`config.mk`:
```
export PLATFORM = sky130hd
export DESIGN_NAME = inst_encoder
export DESIGN_NICKNAME = d
export VERILOG_FILES = /design/src/rtl/inst_encoder.sv
export SDC_FILE = /design/constraint.sdc
export NUM_CORES = 1
export LEC_CHECK = 0
export ABC_AREA = 1
export ABC_CLOCK_PERIOD_IN_PS = 1700
export CAP_MARGIN = 10
export CORE_MARGIN = 2
export CORE_UTILIZATION = 64
export DETAILED_ROUTE_END_ITERATION = 7
export DONT_BUFFER_PORTS = 1
export PLACE_DENSITY = 0.85
export SKIP_CTS_REPAIR_TIMING = 1
export SLEW_MARGIN = 20
export SYNTH_ARGS = -nofsm -noshare
export SYNTH_HDL_FRONTEND = slang
export SYNTH_SLANG_ARGS = --single-unit
```
`constraint.sdc`:
```
create_clock -name clk -period 1.7 [get_ports clk]
set_input_delay 0.255 -clock clk [delete_from_list [all_inputs] [get_ports clk]]
set_output_delay 0.255 -clock clk [all_outputs]
set_load 0.02 [all_outputs]
```
`src/rtl/inst_encoder.sv`:
```
`default_nettype none
// ============================================================================
// Module      : inst_encoder
// Description : Streaming RISC-V instruction encoder (inverse of the CPU
//               immediate generator). Packs opcode, register fields and an
//               immediate into a 32-bit instruction word and emits it with an
//               auto-incrementing byte address. Illegal requests are consumed,
//               counted and dropped.
// Ports       : clk, rstn            - clock, async active-low reset
//               start, base_addr     - restart stream at aligned base_addr
//               in_valid/in_ready    - request handshake
//               in_opcode, in_rd, in_rs1, in_rs2, in_imm - request fields
//               out_valid/out_ready  - encoded word handshake
//               out_addr, out_inst   - byte address and instruction word
//               err, err_cnt         - sticky drop flag, saturating drop count
// Revision    : 1.0 - initial release
// ============================================================================
module inst_encoder #(
  parameter int ADDR_W = 8
) (
  input  logic              clk,
  input  logic              rstn,
  input  logic              start,
  input  logic [ADDR_W-1:0] base_addr,
  input  logic              in_valid,
  output logic              in_ready,
  input  logic [6:0]        in_opcode,
  input  logic [4:0]        in_rd,
  input  logic [4:0]        in_rs1,
  input  logic [4:0]        in_rs2,
  input  logic [31:0]       in_imm,
  output logic              out_valid,
  input  logic              out_ready,
  output logic [ADDR_W-1:0] out_addr,
  output logic [31:0]       out_inst,
  output logic              err,
  output logic [7:0]        err_cnt
);

  localparam logic [6:0] c_op_jal   = 7'b1101111;
  localparam logic [6:0] c_op_beq   = 7'b1100011;
  localparam logic [6:0] c_op_lw    = 7'b0000011;
  localparam logic [6:0] c_op_sw    = 7'b0100011;
  localparam logic [6:0] c_op_addi  = 7'b0010011;
  localparam logic [6:0] c_op_auipc = 7'b0010111;
  localparam logic [6:0] c_op_jalr  = 7'b1100111;

  localparam logic [ADDR_W-1:0] c_low_mask = ADDR_W'(3);
  localparam logic [ADDR_W-1:0] c_step     = ADDR_W'(4);

  logic              r_valid;
  logic [31:0]       r_inst;
  // Address pointer; it is also the address of the word currently presented.
  logic [ADDR_W-1:0] r_addr;
  logic              r_err;
  logic [7:0]        r_cnt;

  logic              w_legal;
  logic [31:0]       w_inst;
  logic              w_accept;
  logic              w_out_hs;

  // Encoder and range check. Each immediate arrives in the form the immediate
  // generator produces, so the checks ensure the bits that are not encoded are
  // pure sign- or zero-extension and the round trip is exact.
  always_comb begin
    w_inst  = '0;
    w_legal = 1'b0;
    case (in_opcode)
      c_op_jal: begin
        w_inst  = {in_imm[19], in_imm[9:0], in_imm[10], in_imm[18:11], in_rd, in_opcode};
        w_legal = (in_imm[31:19] == {13{in_imm[19]}});
      end
      c_op_beq: begin
        w_inst  = {in_imm[11], in_imm[9:4], in_rs2, in_rs1, 3'b000, in_imm[3:0], in_imm[10], in_opcode};
        w_legal = (in_imm[31:11] == {21{in_imm[11]}});
      end
      c_op_lw: begin
        w_inst  = {in_imm[11:0], in_rs1, 3'b010, in_rd, in_opcode};
        w_legal = (in_imm[31:12] == 20'd0);
      end
      c_op_sw: begin
        w_inst  = {in_imm[11:5], in_rs2, in_rs1, 3'b010, in_imm[4:0], in_opcode};
        w_legal = (in_imm[31:12] == 20'd0);
      end
      c_op_addi: begin
        w_inst  = {in_imm[11:0], in_rs1, 3'b000, in_rd, in_opcode};
        w_legal = (in_imm[31:11] == {21{in_imm[11]}});
      end
      c_op_auipc: begin
        w_inst  = {in_imm[31:12], in_rd, in_opcode};
        w_legal = (in_imm[11:0] == 12'd0);
      end
      c_op_jalr: begin
        w_inst  = {in_imm[11:0], in_rs1, 3'b000, in_rd, in_opcode};
        w_legal = (in_imm[31:12] == 20'd0);
      end
      default: begin
        w_inst  = '0;
        w_legal = 1'b0;
      end
    endcase
  end

  assign in_ready = !start && (!r_valid || out_ready);
  assign w_accept = in_valid && in_ready;
  assign w_out_hs = r_valid && out_ready;

  always_ff @(posedge clk or negedge rstn) begin
    if (!rstn) begin
      r_valid <= 1'b0;
      r_inst  <= '0;
      r_addr  <= '0;
      r_err   <= 1'b0;
      r_cnt   <= '0;
    end else if (start) begin
      r_valid <= 1'b0;
      r_addr  <= base_addr & ~c_low_mask;
      r_err   <= 1'b0;
      r_cnt   <= '0;
    end else begin
      // Pointer advances on every consumed word; a word accepted in the same
      // cycle therefore lands on the advanced address with no bubble.
      if (w_out_hs) begin
        r_addr <= r_addr + c_step;
      end
      if (w_accept && w_legal) begin
        r_valid <= 1'b1;
        r_inst  <= w_inst;
      end else if (w_out_hs) begin
        r_valid <= 1'b0;
      end
      if (w_accept && !w_legal) begin
        r_err <= 1'b1;
        if (r_cnt != 8'hFF) begin
          r_cnt <= r_cnt + 8'd1;
        end
      end
    end
  end

  assign out_valid = r_valid;
  assign out_inst  = r_inst;
  assign out_addr  = r_addr;
  assign err       = r_err;
  assign err_cnt   = r_cnt;

endmodule
`default_nettype wire

```
Yosys cells after proc, flatten, opt, wreduce, memory -nomap -nowiden
Cells that the tools add are included.
Widths: inputs -> output; s select.
{"block": "word_totals", "ff_bits": 50, "inputBits": 67, "output_inout_bits": 51, "wordCells": 50}
{"block": "classes", "add_sub_neg": 2, "eq_ne": 10, "muxes": 12, "n_bitwise": 1, "n_reduce_logical": 20}
{"op": "$pmux 32 s6", "n": 1}
{"op": "$mux 8", "n": 5}
{"op": "$eq 7x7->1 const B", "n": 3}
{"op": "$eq 20x20->1", "n": 1}
{"op": "$logic_not 20->1", "n": 1}
{"op": "$eq 7x5->1 const B", "n": 2}
{"op": "$eq 12x12->1", "n": 1}
{"op": "$logic_not 12->1", "n": 1}
{"op": "$add 8x1->8 const B", "n": 1}
{"op": "$add 8x3->8 const B", "n": 1}
{"op": "$ne 8x8->1 const B", "n": 1}
{"op": "$eq 7x2->1 const B", "n": 1}
{"op": "$eq 7x6->1 const B", "n": 1}
{"op": "$reduce_bool 2->1", "n": 3}
{"op": "$logic_and 1x1->1", "n": 5}
{"op": "$mux 1", "n": 5}
{"op": "$pmux 1 s4", "n": 1}
{"op": "$reduce_and 2->1", "n": 2}
{"op": "$reduce_or 2->1", "n": 2}
{"op": "$logic_not 1->1", "n": 3}
{"op": "$reduce_bool 3->1", "n": 1}
{"op": "$reduce_or 3->1", "n": 1}
{"op": "$logic_or 1x1->1", "n": 1}
{"op": "$not 1->1", "n": 1}

Depth between registers and ports, before layout
Gate-level depths: netlist of the first run.
{"block": "depth", "word_depth": 7, "depth_mapped": 15, "mapped_depth_nobuf": 14}

Worst setup path before layout of the first run
OpenSTA, ideal clock, no wires.
{"block": "synth_timing", "kind": "register to register", "start": "register r_valid (netlist: out_valid)", "end": "register r_inst[13] (netlist: out_inst[13])", "setup_ps": 128, "arrival_time_ps": 1585, "required_time_ps": 1572, "path_slack_ps": -13, "path_stages_with_launch": 11, "n_path_buf": 2, "synth_period_minus_slack_ps": 1713, "cell_sequence": "dfrtp_1 -> inv_1 -> nor2_1 -> nor2_1 -> nand2_1 -> clkinv_1 -> nand2_2 -> buf_6 -> buf_6 -> nand2_1 -> o21ai_1"}
{"block": "synth_between", "elab_chain_cells": 6}
{"element": "from (decl)", "line_no": "51", "text": "logic r_valid;"}
{"element": "from (signal assigned)", "line_no": "111", "text": "r_valid <= 1'b0;"}
{"element": "from (signal assigned)", "line_no": "117", "text": "r_valid <= 1'b0;"}
{"element": "from (signal assigned)", "line_no": "128", "text": "r_valid <= 1'b1;"}
{"element": "$logic_not 1->1", "line_no": "105", "text": "assign in_ready = !start && (!r_valid || out_ready);"}
{"element": "$logic_or 1x1->1", "line_no": "105"}
{"element": "$logic_and 1x1->1", "line_no": "105"}
{"element": "named net in_ready", "line_no": "26", "text": "output logic in_ready,"}
{"element": "$logic_and 1x1->1", "line_no": "106", "text": "assign w_accept = in_valid && in_ready;"}
{"element": "$logic_and 1x1->1", "line_no": "127", "text": "if (w_accept && w_legal) begin"}
{"element": "$reduce_and 2->1 (no source line)"}
{"element": "to (signal assigned)", "line_no": "129", "text": "r_inst <= w_inst;"}
{"element": "to (decl)", "line_no": "52", "text": "logic [31:0] r_inst;"}
The timed path passes the listed nets, and every way through them passes these cells.
A chain may end at the register's enable or synchronous reset.

Worst setup path in the final report of the first run
{"block": "layout_timing", "start": "register r_cnt[0] (netlist: err_cnt[0])", "end": "register r_cnt[5] (netlist: err_cnt[5])"}
{"block": "layout_between", "elab_chain_cells": 4, "elab_cells_between_ends": 7, "classes_between": "1 x add/sub; 1 x eq/ne; 3 x mux; 2 x reduce/logical"}
{"element": "from (decl)", "line_no": "56", "text": "logic [7:0] r_cnt;"}
{"element": "from (signal assigned)", "line_no": "136", "text": "r_cnt <= r_cnt + 8'd1;"}
{"element": "$add 8x1->8", "line_no": "136"}
{"element": "$mux 8", "line_no": "135", "text": "if (r_cnt != 8'hFF) begin"}
{"element": "$mux 8", "line_no": "133", "text": "if (w_accept && !w_legal) begin"}
{"element": "$mux 8", "line_no": "116", "text": "end else if (start) begin"}
Several ways; a longest one is shown, not always the timed one. The select of a mux whose other input is x is not followed.

==> impl_metrics.json, run 1 <==
{
  "outcome": "finished, final reports clean",
  "seq_area_frac_synth": 0.391,
  "leakage_nw": 1.83,
  "final_cell_mix": "135 x nand2_1, 48 x dfrtp_1, 45 x nor2_1",
  "worst_setup_path_start_kind": "flop",
  "postSynthAreaPerCell_sq_um": 6.96,
  "grt_max_degree": 49,
  "fin_nets": 531,
  "drt_iter0_drc": 212,
  "r2r_slack_ns": 0.25,
  "syn_inst": 441,
  "cap_violations": 0,
  "cts_root_buffer": "clkbuf_8",
  "synth_top_area_frac": 0.391,
  "clk_pin_slew_ns": 0.09,
  "grt_pass1_vias": 2888,
  "min_period_ns": 1.45,
  "final_common_cell": "nand2_1",
  "crit_fanout": 8,
  "dieHeight_um": 73.3,
  "route.detailed.drc": 0,
  "netlist_top_cells_area": "dfrtp_1 39%, nand2_1 17%, nor2_1 5.6%",
  "final_util": 0.728,
  "dr.pass1.iters": 5,
  "route.met2.wl_um": 3860,
  "r2r-end": "err_cnt[5]",
  "die_w_um": 73.3,
  "min_to": "out_addr[3]",
  "hold_ws_ns": 0.106,
  "synth_edf_count": 0,
  "num_rows": 25,
  "synth_ff_type": "dfrtp_1",
  "cts_tree": "yes",
  "drive_gt1_frac": 0.123,
  "io-pin-count": 118,
  "coreArea_sq_mm": 0.00466,
  "fin_skew_ns": 0.00595,
  "cts_buffers": 5,
  "gr-total-overflow": 0,
  "htree_levels": 2,
  "routed_wl_um": 7990,
  "synth.cell_area_sq_mm": 0.00307,
  "antenna_found_initial": 0,
  "yosysUniqueCellTypes": 37,
  "grt_pass1_wl_um": 12800,
  "fmax_mhz": 691,
  "rsz0062_at_grt": "false",
  "die_area_sq_mm": 0.00537,
  "cts.sinks": 48,
  "place_congestion": 0.944,
  "setup_viol": 0,
  "crit_arrival_ns": 1.64,
  "path_class": "flop to flop",
  "reg2reg_from": "err_cnt[0]",
  "ys_warn_count": 0,
  "final_antenna_net_count": 0,
  "track_usage": 0.308,
  "tns_ns": 0,
  "antenna_cells": 0,
  "required_ns": 1.89,
  "port_buffers": 0,
  "hold_viol": 0,
  "area_delta_synth_final_pct": 10.4,
  "clock_path_buffers": 2,
  "synth_async_sr_flop_share": 1.00,
  "vias": 3064,
  "ys_ff_latch": 48,
  "ir_worst_vdd_mv": 0.487,
  "dp_hpwl_um": 6120,
  "initial_utilization": 0.659,
  "hold_path.startpoint": "start",
  "viasPerCell": 5.93,
  "power_density_mw_per_mm2": 645,
  "wl_met3_um": 839,
  "synth_area_leader_cell": "dfrtp_1",
  "fillers": 393,
  "period_share": 0.851,
  "drt-wirelength-per-cell_um": 15.4,
  "critical_path.endpoint_type": "flop",
  "hold_depth": 2,
  "clk_latency_ns": 0.30,
  "r2r_cells": 8,
  "top_layer_used": "met4",
  "wirelength_met1_um": 3120,
  "slew_violations": 0,
  "hold_class": "input pin to flop"
}
## sequential cells by signal, summed over array words and instances, names as in the netlist
signal,cells
err,1
err_cnt,8
out_addr,6
out_inst,32
out_valid,1
## power breakdown
part / switching (mW) / internal, mW / total (mW)
Combinational: 0.156 / 0.0856 / 0.242
Clock: 0.395 / 0.333 / 0.728
Sequential: 0.0519 / 1.17 / 1.22
Total: 0.603 / 1.59 / 2.19
## cell type report
class	instances	area, sq um	area share
multi-input combinational	333	1610	0.474
sequential	48	1200	0.354
timing repair buffer	25	235	0.0694
inverter	49	184	0.0542
clock buffer	6	82.6	0.0244
tap	54	67.6	0.0199
clock inverter	2	13.8	0.00406
## worst max-delay path, cell delays in order (launching register included)
cell	delay, ns
dfrtp_1	0.39
ha_1	0.22
nand3_1	0.14
nor2_1	0.08
nand3_1	0.09
nand4_1	0.10
buf_4	0.17
nand3_1	0.07
nand2_1	0.08
## worst max path at each step
| stage | start | end | cells past startpoint |
|---|---|---|---|
| floorplan | err_cnt[0] | err_cnt[0] | 7 |
| global placement | in_opcode[0] | out_inst[0] | 13 |
| detailed placement | in_opcode[0] | out_inst[1] | 13 |
| CTS | err_cnt[0] | err_cnt[5] | 8 |
| global route | err_cnt[0] | err_cnt[7] | 8 |
| finish | err_cnt[0] | err_cnt[5] | 8 |
## through the flow
| step | instance area (sq um) | power, mW | setup slack [ns] | cells |
|---|---|---|---|---|
| 2_1_floorplan | 3080 | 1.40 | 0.00706 | 442 |
| 3_3_place_gp | 3260 | 1.44 | 0.0677 | 507 |
| 3_5_place_dp | 3260 | 1.45 | 0.0247 | 507 |
| 4_1_cts | 3350 | 2.16 | 0.259 | 515 |
| 5_1_grt | 3390 | 2.28 | 0.123 | 517 |
| 6_report | 3390 | 2.19 | 0.254 | 517 |
## layer usage
metal,GRT usage,vias to the layer above
met5,0,-
met4,0.123,0
met3,0.0988,18
met2,0.519,150
met1,0.363,1421
li1,-,1475
## cells by family (layout without fill, tap and decap cells)
logic type	count (synthesis)	after routing	share of synthesized area
buf+inv	61	82	0.0876
flops	48	48	0.391
fa+ha+maj	2	2	0.00815
other cells	1	2	0.00122
xor+xnor	8	8	0.0228
simple gates	248	248	0.357
compound gates	73	73	0.132
## Yosys cell counts (8+ instances only)
library cell  number
nor2_1            46
o21ai_0           14
nand3_1           23
o21ai_1           15
a21oi_1           21
xor2_1             8
nand2_1          135
o22ai_1           15
dfrtp_1           48
nand4_1           15
inv_1             41
Power figures use the tool's default switching activity.
==> run 2, diff against run 1 <==
ABC_CLOCK_PERIOD_IN_PS = 1600   (was 1700)
SKIP_LAST_GASP = 1   (was default)
TNS_END_PERCENT = 20   (was default)
clock period = 1.6 ns   (was 1.7 ns; I/O delays follow)
==> impl_metrics.json, run 2 (synthesis results as in run 1) <==
{
  "crit_path_top_delay_cell": "dfrtp_1",
  "dr.pass1.iters": 5,
  "die_w_um": 73.3,
  "tns_ns": 0,
  "cts_root_buffer": "clkbuf_8",
  "grt_pass1_vias": 2820,
  "placed_area_sq_mm": 0.00329,
  "fmax_mhz": 704,
  "final_common_cell": "nand2_1",
  "track_usage": 0.293,
  "r2r_slack_ns": 0.18,
  "htree_levels": 2,
  "fin_nets": 536,
  "cap_violations": 0,
  "placedCellCount": 512,
  "min_period_ns": 1.42,
  "ir_worst_vdd_mv": 0.522,
  "fin_area_sq_mm": 0.00343,
  "max_stage_delay_ns": 0.54,
  "power_density_mw_per_mm2": 677,
  "largest_register_ff_count": 32,
  "final_cell_mix": "135 x nand2_1, 48 x dfrtp_1, 45 x nor2_1",
  "route.detailed.drc": 0,
  "layout_setup_ws_ns": 0.179,
  "hold_ws_ns": 0.0933,
  "leakage_nw": 1.85,
  "worst_setup_path_start_kind": "flop",
  "hold_viol": 0,
  "area_delta_synth_final_pct": 11.7,
  "viasPerCell": 5.85,
  "path_class": "flop to flop",
  "drt-wirelength-per-cell_um": 15.3,
  "worst-path-buf-inv": 0,
  "critPathTopFamily": "flip-flops",
  "fin_skew_ns": 0.00531,
  "hold_class": "input pin to flop",
  "clk_pin_slew_ns": 0.09,
  "critical_path.endpoint_type": "flop",
  "grt_pass1_wl_um": 12400,
  "crit_start": "out_addr[2]",
  "num_rows": 25,
  "cts_buffers": 5,
  "routed_wl_um": 8000,
  "vias": 3053,
  "crit_chain": "ha_1, nand2_1, nor3_1, a311oi_1",
  "antenna_found_initial": 0,
  "io-pin-count": 118,
  "crit_fanout": 5,
  "dp_hpwl_um": 6110,
  "die_area_sq_mm": 0.00537,
  "required_ns": 1.76,
  "period_share": 0.888,
  "port_buffers": 0,
  "gr-total-overflow": 0,
  "power_mw": 2.32,
  "cts_tree": "yes",
  "final_antenna_net_count": 0,
  "slew_violations": 0,
  "outcome": "finished, final reports clean",
  "grt_max_degree": 49,
  "initial_utilization": 0.659,
  "place_congestion": 0.953,
  "drt_iter0_drc": 230,
  "crit_arrival_ns": 1.58,
  "coreArea_sq_mm": 0.00466,
  "clock_path_buffers": 2,
  "setup_viol": 0,
  "dieHeight_um": 73.3,
  "final_cell_count_no_fill": 522,
  "clk_latency_ns": 0.30,
  "final_util": 0.736,
  "hold_path.startpoint": "start",
  "cts.sinks": 48,
  "reg2reg_from": "out_addr[2]",
  "antenna_cells": 0,
  "rsz0062_at_grt": "false",
  "pre_cts_slack_ns": -0.00801,
  "drive_gt1_frac": 0.132
}
[run 2: cell count changes in the layout (fill, tap and decap cells not counted)]
| cell | before | now |
|---|---|---|
| buf_4 | 21 | 26 |
[run 2: final timing paths]
kind / to / depth (start not counted)
max: out_addr[6] / 4
min: out_addr[3] / 2
max reg2reg: out_addr[6] / 4
min reg2reg: out_valid / 2
max in group asynchronous: out_inst[21] / 2
min in group asynchronous: out_inst[29] / 2
[run 2: final cells by class]
type	instances	area [sq um]
Multi-Input combinational cell	333	1610
Fill cell	360	1230
Sequential cell	48	1200
Timing Repair Buffer	30	273
Inverter	49	184
Clock buffer	6	82.6
Tap cell	54	67.6
Clock inverter	2	13.8
[run 2: power breakdown]
group | switching [mW] | internal [mW]
Combinational | 0.167 | 0.0947
Sequential | 0.0562 | 1.24
Clock | 0.409 | 0.354
[run 2: per-layer routing]
| metal | global-route usage | vias to the layer above | wire, um |
|---|---|---|---|
| li1 | - | 1490 | - |
| met1 | 0.356 | 1386 | 3200 |
| met2 | 0.490 | 157 | 3810 |
| met3 | 0.100 | 20 | 836 |
| met4 | 0.0905 | 0 | 150 |
| met5 | 0 | - | 0 |
